<file path="src/rtl/pc_sequencer.sv">
// rtl/pc_sequencer.sv - fetch/execute sequencer for a Hack-style CPU
// Drives ROM fetches, latches the instruction, decides pc load vs increment, counts retires.
module pc_sequencer #(
  parameter int HALT_DETECT = 1,
  parameter int ROM_TIMEOUT = 15
) (
  input  logic        clk,
  input  logic        reset,
  input  logic        rom_ack,
  input  logic [15:0] rom_data,
  input  logic [15:0] pc_cur,
  input  logic [15:0] a_reg,
  input  logic        zr,
  input  logic        ng,
  input  logic        stall,
  output logic        rom_req,
  output logic [15:0] ir,
  output logic        exec_en,
  output logic        pc_load,
  output logic        pc_inc,
  output logic [15:0] pc_in,
  output logic        halted,
  output logic        fetch_err,
  output logic [15:0] retired
);

  typedef enum logic [1:0] {
    S_FETCH = 2'd0,
    S_WAIT  = 2'd1,
    S_EXEC  = 2'd2,
    S_HALT  = 2'd3
  } state_t;

  localparam logic [7:0] TMO_INIT = 8'(ROM_TIMEOUT);

  state_t     state;
  state_t     state_next;
  logic [7:0] tmo_cnt;
  logic       jump;
  logic       self_jump;
  logic       retire;
  logic       tmo_expire;

  always_comb begin
    jump = 1'b0;
    if (ir[15]) begin
      case (ir[2:0])
        3'b000:  jump = 1'b0;
        3'b001:  jump = !zr && !ng;
        3'b010:  jump = zr;
        3'b011:  jump = !ng;
        3'b100:  jump = ng;
        3'b101:  jump = !zr;
        3'b110:  jump = zr || ng;
        default: jump = 1'b1;
      endcase
    end
  end

  // An unconditional jump onto itself can never make progress, so it parks the sequencer.
  assign self_jump  = (HALT_DETECT != 0) && ir[15] && (ir[2:0] == 3'b111) && (a_reg == pc_cur);
  assign retire     = (state == S_EXEC) && !stall;
  assign tmo_expire = (tmo_cnt <= 8'd1);
  assign pc_in      = a_reg;

  always_ff @(posedge clk) begin
    if (reset) begin
      state <= S_FETCH;
    end else begin
      state <= state_next;
    end
  end

  always_comb begin
    state_next = state;
    case (state)
      S_FETCH: state_next = S_WAIT;
      S_WAIT: begin
        if (rom_ack) begin
          state_next = S_EXEC;
        end else if (tmo_expire) begin
          state_next = S_HALT;
        end
      end
      S_EXEC: begin
        if (!stall) begin
          state_next = self_jump ? S_HALT : S_FETCH;
        end
      end
      default: state_next = S_HALT;
    endcase
  end

  always_comb begin
    rom_req = 1'b0;
    exec_en = 1'b0;
    pc_load = 1'b0;
    pc_inc  = 1'b0;
    halted  = 1'b0;
    if (!reset) begin
      case (state)
        S_FETCH, S_WAIT: rom_req = 1'b1;
        S_EXEC: begin
          exec_en = 1'b1;
          if (!stall) begin
            pc_load = jump;
            pc_inc  = !jump;
          end
        end
        default: halted = 1'b1;
      endcase
    end
  end

  always_ff @(posedge clk) begin
    if (reset) begin
      ir        <= 16'h0000;
      retired   <= 16'h0000;
      fetch_err <= 1'b0;
      tmo_cnt   <= 8'd0;
    end else begin
      case (state)
        S_FETCH: tmo_cnt <= TMO_INIT;
        S_WAIT: begin
          if (rom_ack) begin
            ir <= rom_data;
          end else begin
            tmo_cnt <= tmo_cnt - 8'd1;
            if (tmo_expire) begin
              fetch_err <= 1'b1;
            end
          end
        end
        default: ;
      endcase
      if (retire) begin
        retired <= retired + 16'd1;
      end
    end
  end

endmodule

</file>
<file path="config.mk">
export PLATFORM = sky130hd
export DESIGN_NAME = pc_sequencer
export DESIGN_NICKNAME = d
export VERILOG_FILES = /design/src/rtl/pc_sequencer.sv
export SDC_FILE = /design/constraint.sdc
export NUM_CORES = 1
export LEC_CHECK = 0
export ABC_AREA = 1
export BUFFER_PORTS_ARGS = -buffer_cell sky130_fd_sc_hd__buf_2
export CAP_MARGIN = 25
export CELL_PAD_IN_SITES_DETAIL_PLACEMENT = 1
export CELL_PAD_IN_SITES_GLOBAL_PLACEMENT = 1
export CORE_MARGIN = 8
export CORE_UTILIZATION = 34
export DETAILED_ROUTE_END_ITERATION = 8
export GPL_TIMING_DRIVEN = 0
export PLACE_DENSITY_LB_ADDON = 0.1
export SYNTH_ARGS = -nofsm -noshare
export SYNTH_HDL_FRONTEND = slang
export SYNTH_SLANG_ARGS = --single-unit
</file>
<file path="constraint.sdc">
create_clock -name clk -period 2.1 [get_ports clk]
set_clock_uncertainty 0.05 [all_clocks]
set_input_delay 0.42 -clock clk [delete_from_list [all_inputs] [get_ports clk]]
set_output_delay 0.42 -clock clk [all_outputs]
set_load 0.05 [all_outputs]
</file>
# Word-level counts from Yosys, hierarchy flattened
# Cells that the tools add are included.
[word_totals]
ff_bits = 43
inputBits = 54
out_inout_bits = 54
elab_cells = 61
[op_classes]
add_sub_neg = 2
magnitude_cmp = 1
n_eq_ne = 13
mux = 21
n_bitwise = 1
reduce_logical = 18
[ops]
columns = ["cell", "count"]
rows = [
  ["16-bit by 1-bit adder with 16-bit output (second input constant)", 1],
  ["16-bit == test", 1],
  ["8-bit case mux with 2 select lines", 1],
  ["1-bit 2-to-1 mux", 13],
  ["3-bit == test (second input constant)", 4],
  ["8-bit by 1-bit <= comparator with 1-bit output (second input constant)", 1],
  ["2-bit 2-to-1 mux", 4],
  ["8-bit 2-to-1 mux", 1],
  ["8-bit by 1-bit subtractor with 8-bit output (second input constant)", 1],
  ["1-bit case mux with 7 select lines", 1],
  ["3-bit by 2-bit == test with 1-bit output (second input constant)", 2],
  ["2-bit case mux with 3 select lines", 1],
  ["2-bit AND reduction", 3],
  ["1-bit logical AND", 4],
  ["1-bit zero test", 4],
  ["2-bit != test (second input constant)", 2],
  ["3-bit by 1-bit == test with 1-bit output (second input constant)", 1],
  ["3-bit zero test", 1],
  ["3-bit != test (second input constant)", 1],
  ["3-bit AND reduction", 1],
  ["3-bit OR reduction", 1],
  ["2-bit by 1-bit == test with 1-bit output (second input constant)", 1],
  ["2-bit == test (second input constant)", 1],
  ["2-bit zero test", 1],
  ["4 further kinds", 4],
]

# Longest topological paths before layout
[depth]
depth_word = 8
ltp_mapped = 10
ltp_nobuf = 10

# Worst setup path before layout
# No wires, ideal clock.
[synth_path]
path_type = "register -> output"
from = "reg state[1]"
to = "out pc_inc"
arrival_ps = 2249
t_required_ps = 1630
path_slack_ps = -619
stages_incl_launch_ff = 7
path_buffers = 0
path_cell_list = "dfxtp_1 inv_2 nor2_4 inv_1 nor2_1 nand2_1 a21oi_1"
[synth_via]
elab_chain_len = 3
[synth_lines]
columns = ["element", "line", "rtl"]
rows = [
  ["start: declaration", "36", "state_t state;"],
  ["start signal: assignment", "70", "state <= state_next;"],
  ["2-bit == test", "101", "case (state)"],
  ["1-bit 2-to-1 mux", "101", ""],
  ["1-bit 2-to-1 mux", "100", "if (!reset) begin"],
  ["end: declaration", "20", "output logic pc_inc,"],
]
# Every way passes these cells.

# Final worst setup path
# Same ends and word-level chain as after synthesis.

==> impl_metrics.tcl <==
set metrics [dict create \
    synthFlopType "dfxtp_1" \
    power_density_mw_per_mm2 686 \
    grt_pass1_vias 2858 \
    holdWs_ns 0.297 \
    finalMaxSlewViolations 0 \
    htreeDepth 2 \
    maxCapViolCount 0 \
    drive_gt1_share_pct 30.4 \
    antenna_left 0 \
    overflow 0 \
    clock_sinks 43 \
    synth-async-reset-ratio_pct 0 \
    netlist_area_mm2 0.00245 \
    hold_viol 0 \
    placed_cell_area_mm2 0.00314 \
    reg2reg_slack_ns 0.42 \
    io_pins 108 \
    cp-end-kind "output pin" \
    initial_core_util_pct 34.5 \
    timing.fmax_ghz 0.505 \
    startpoint "state[1]" \
    track_usage_pct 16.2 \
    crit_type "reg -> out" \
    arrival_ns 1.51 \
    final.setup.tns_ns 0 \
    grt_antenna_before_repair 0 \
    cts.reportedPaths.clkPinSlew_ns 0.09 \
    slew_headroom_pct 61.8 \
    crit_path_end "pc_inc" \
    start_kind "flip-flop" \
    hp-class "in -> reg" \
    die_area_mm2 0.0102 \
    yosysWarningCount 0 \
    setup_viol 0 \
    rsz0062_at_grt "false" \
    rr_startpoint "state[0]" \
    fin_nets 552 \
    vdd_drop_max_v 0.000381 \
    r2r_end "ir[9]" \
    gp_congestion 0.803 \
    ys_seq_elements 43 \
    grt_pass1_wl_um 13400 \
    synth_edf_count 0 \
    area_delta_synth_final_pct 34.1 \
    die_w_um 101 \
    die_h_um 101 \
    syn_nets 439 \
    avgSynthCellArea_um2 6.41 \
    hpwl_um 6540 \
    detail_route.vias_per_cell 4.60 \
    cts_tree "done" \
    drc 0 \
    numCtsBuffers 5 \
    first_iter_violations 52 \
    fillers 1003 \
    portBuffers 106 \
    rows 31 \
    synth_top_area_share_pct 35.1 \
    cts_root_buf "clkbuf_8" \
    clk_latency_ns 0.30 \
    holdBufCountCts 0 \
    status "completed" \
    first_pass_iters 4 \
    post_drt_wl_per_cell_um 13.4 \
    worst_pin_slew_ns 0.573 \
    min_period_ns 1.98 \
    p_leak_nw 1.68 \
    path_max_fanout 5 \
    grt_max_degree 14 \
    seqCellArea_um2 865 \
    drt-total-wl_um 7960 \
    worstRegToRegCells 6 \
    synthTopCellsByCount "nand2_1, nor2_1, inv_1" \
    timing.final.crit_share_pct 94.3 \
    worst_ep_required_time_ns 1.63 \
    synth_top_area_cell "dfxtp_1" \
    clk_path_buf_depth 2 \
    syn-instance-count 382 \
    yosys-top-cells-area "dfxtp_1, nand2_1, nor2_1" \
    multi_input_area_mm2 0.00128 \
    vias 2735 \
    n_antenna_cell 0 \
    synthMostInstantiatedCell "nand2_1" \
    yosysSeqAreaShare_pct 35.1 \
    core-area_mm2 0.00710 \
    final_cell_area_mm2 0.00328 \
    synth.distinct_cells 32 \
]
[layout make-up]
| type | count | area share (%) |
|---|---|---|
| plain buffers | 23 | 4.53 |
| multi-input cells | 264 | 39.0 |
| inverters | 52 | 5.94 |
| repair buffers | 106 | 16.4 |
| flip-flops and latches | 43 | 26.3 |
| clock inverters | 2 | 1.83 |
| clock buffers | 6 | 2.21 |
| well taps | 99 | 3.77 |
[worst min path at each step]
stage	start	to	depth (start not counted)
after detailed placement	fetch_err	fetch_err	2
after floorplan	tmo_cnt[0]	tmo_cnt[0]	1
after global placement	fetch_err	fetch_err	2
after CTS	rom_data[14]	ir[14]	3
after global routing	rom_data[14]	ir[14]	3
final	rom_data[14]	ir[14]	3
[flip-flops by register name, summed over array words and instances (netlist names)]
| signal | flops |
|---|---|
| ir | 16 |
| retired | 16 |
| state | 2 |
| tmo_cnt | 8 |
| fetch_err | 1 |
[layer usage]
| metal | GRT usage (%) | vias up | wire [um] |
|---|---|---|---|
| met2 | 30.6 | 60 | 4100 |
| met5 | 0 | - | 0 |
| met3 | 4.83 | 6 | 496 |
| met1 | 17.3 | 1260 | 3300 |
| li1 | - | 1409 | - |
| met4 | 3.14 | 0 | 60 |
[worst max-delay path: stages, from the launching register on]
cell and delay [ns]:
dfxtp_2 0.37, inv_2 0.08, nor2_4 0.15, inv_1 0.10
nor2_4 0.10, nand2_2 0.10, a21oi_4 0.13, buf_6 0.17
[per-stage QoR]
stage / instances / worst slack (ns) / util (%) / total power [mW]
after floorplan: 382 / 0.125 / - / 1.33
after global placement: 587 / -0.0171 / 44.2 / 1.49
after detailed placement: 587 / -0.0311 / 44.2 / 1.50
after CTS: 595 / 0.0144 / 46.1 / 2.29
after global routing: 595 / 0.0167 / 46.3 / 2.38
final: 595 / 0.120 / 46.3 / 2.25
[placed cells by master, fill, tap and decap left out, drive strengths merged]
cell,count
buf,123
o31ai,1
a21oi,24
ha,3
nor2,73
inv,52
nor3b,1
a221oi,1
bufinv,2
and3,1
nand3,14
nand2,88
o21ai,28
a31oi,1
o211ai,2
or2,3
nand4,3
a211oi,1
xnor2,6
nand3b,1
dfxtp,43
nor3,10
xor2,2
o21a,1
clkbuf,12
[power breakdown]
group | switching, mW | internal [mW] | total [mW]
Sequential | 0.0362 | 0.865 | 0.901
Clock | 0.298 | 0.476 | 0.774
Combinational | 0.402 | 0.176 | 0.577
Total | 0.736 | 1.52 | 2.25
[what timing repair did]
action,CTS,global route
setup buffers,0,0
resized for setup,4,4
setup endpoints to repair,3,2
pin swaps,0,1
[cells by family (layout without fill, tap and decap cells)]
kind of cell,count (synthesis),in the layout,synth area share [%]
XOR/XNOR,8,8,2.86
flip-flops,43,43,35.1
AND/OR/NAND/NOR,194,194,33.7
AO/OA/AOI/OAI,59,59,12.8
buffers and inverters,75,189,14.0
adder cells (fa/ha/maj),3,3,1.53
No activity file was read; power rests on OpenSTA's default activity.
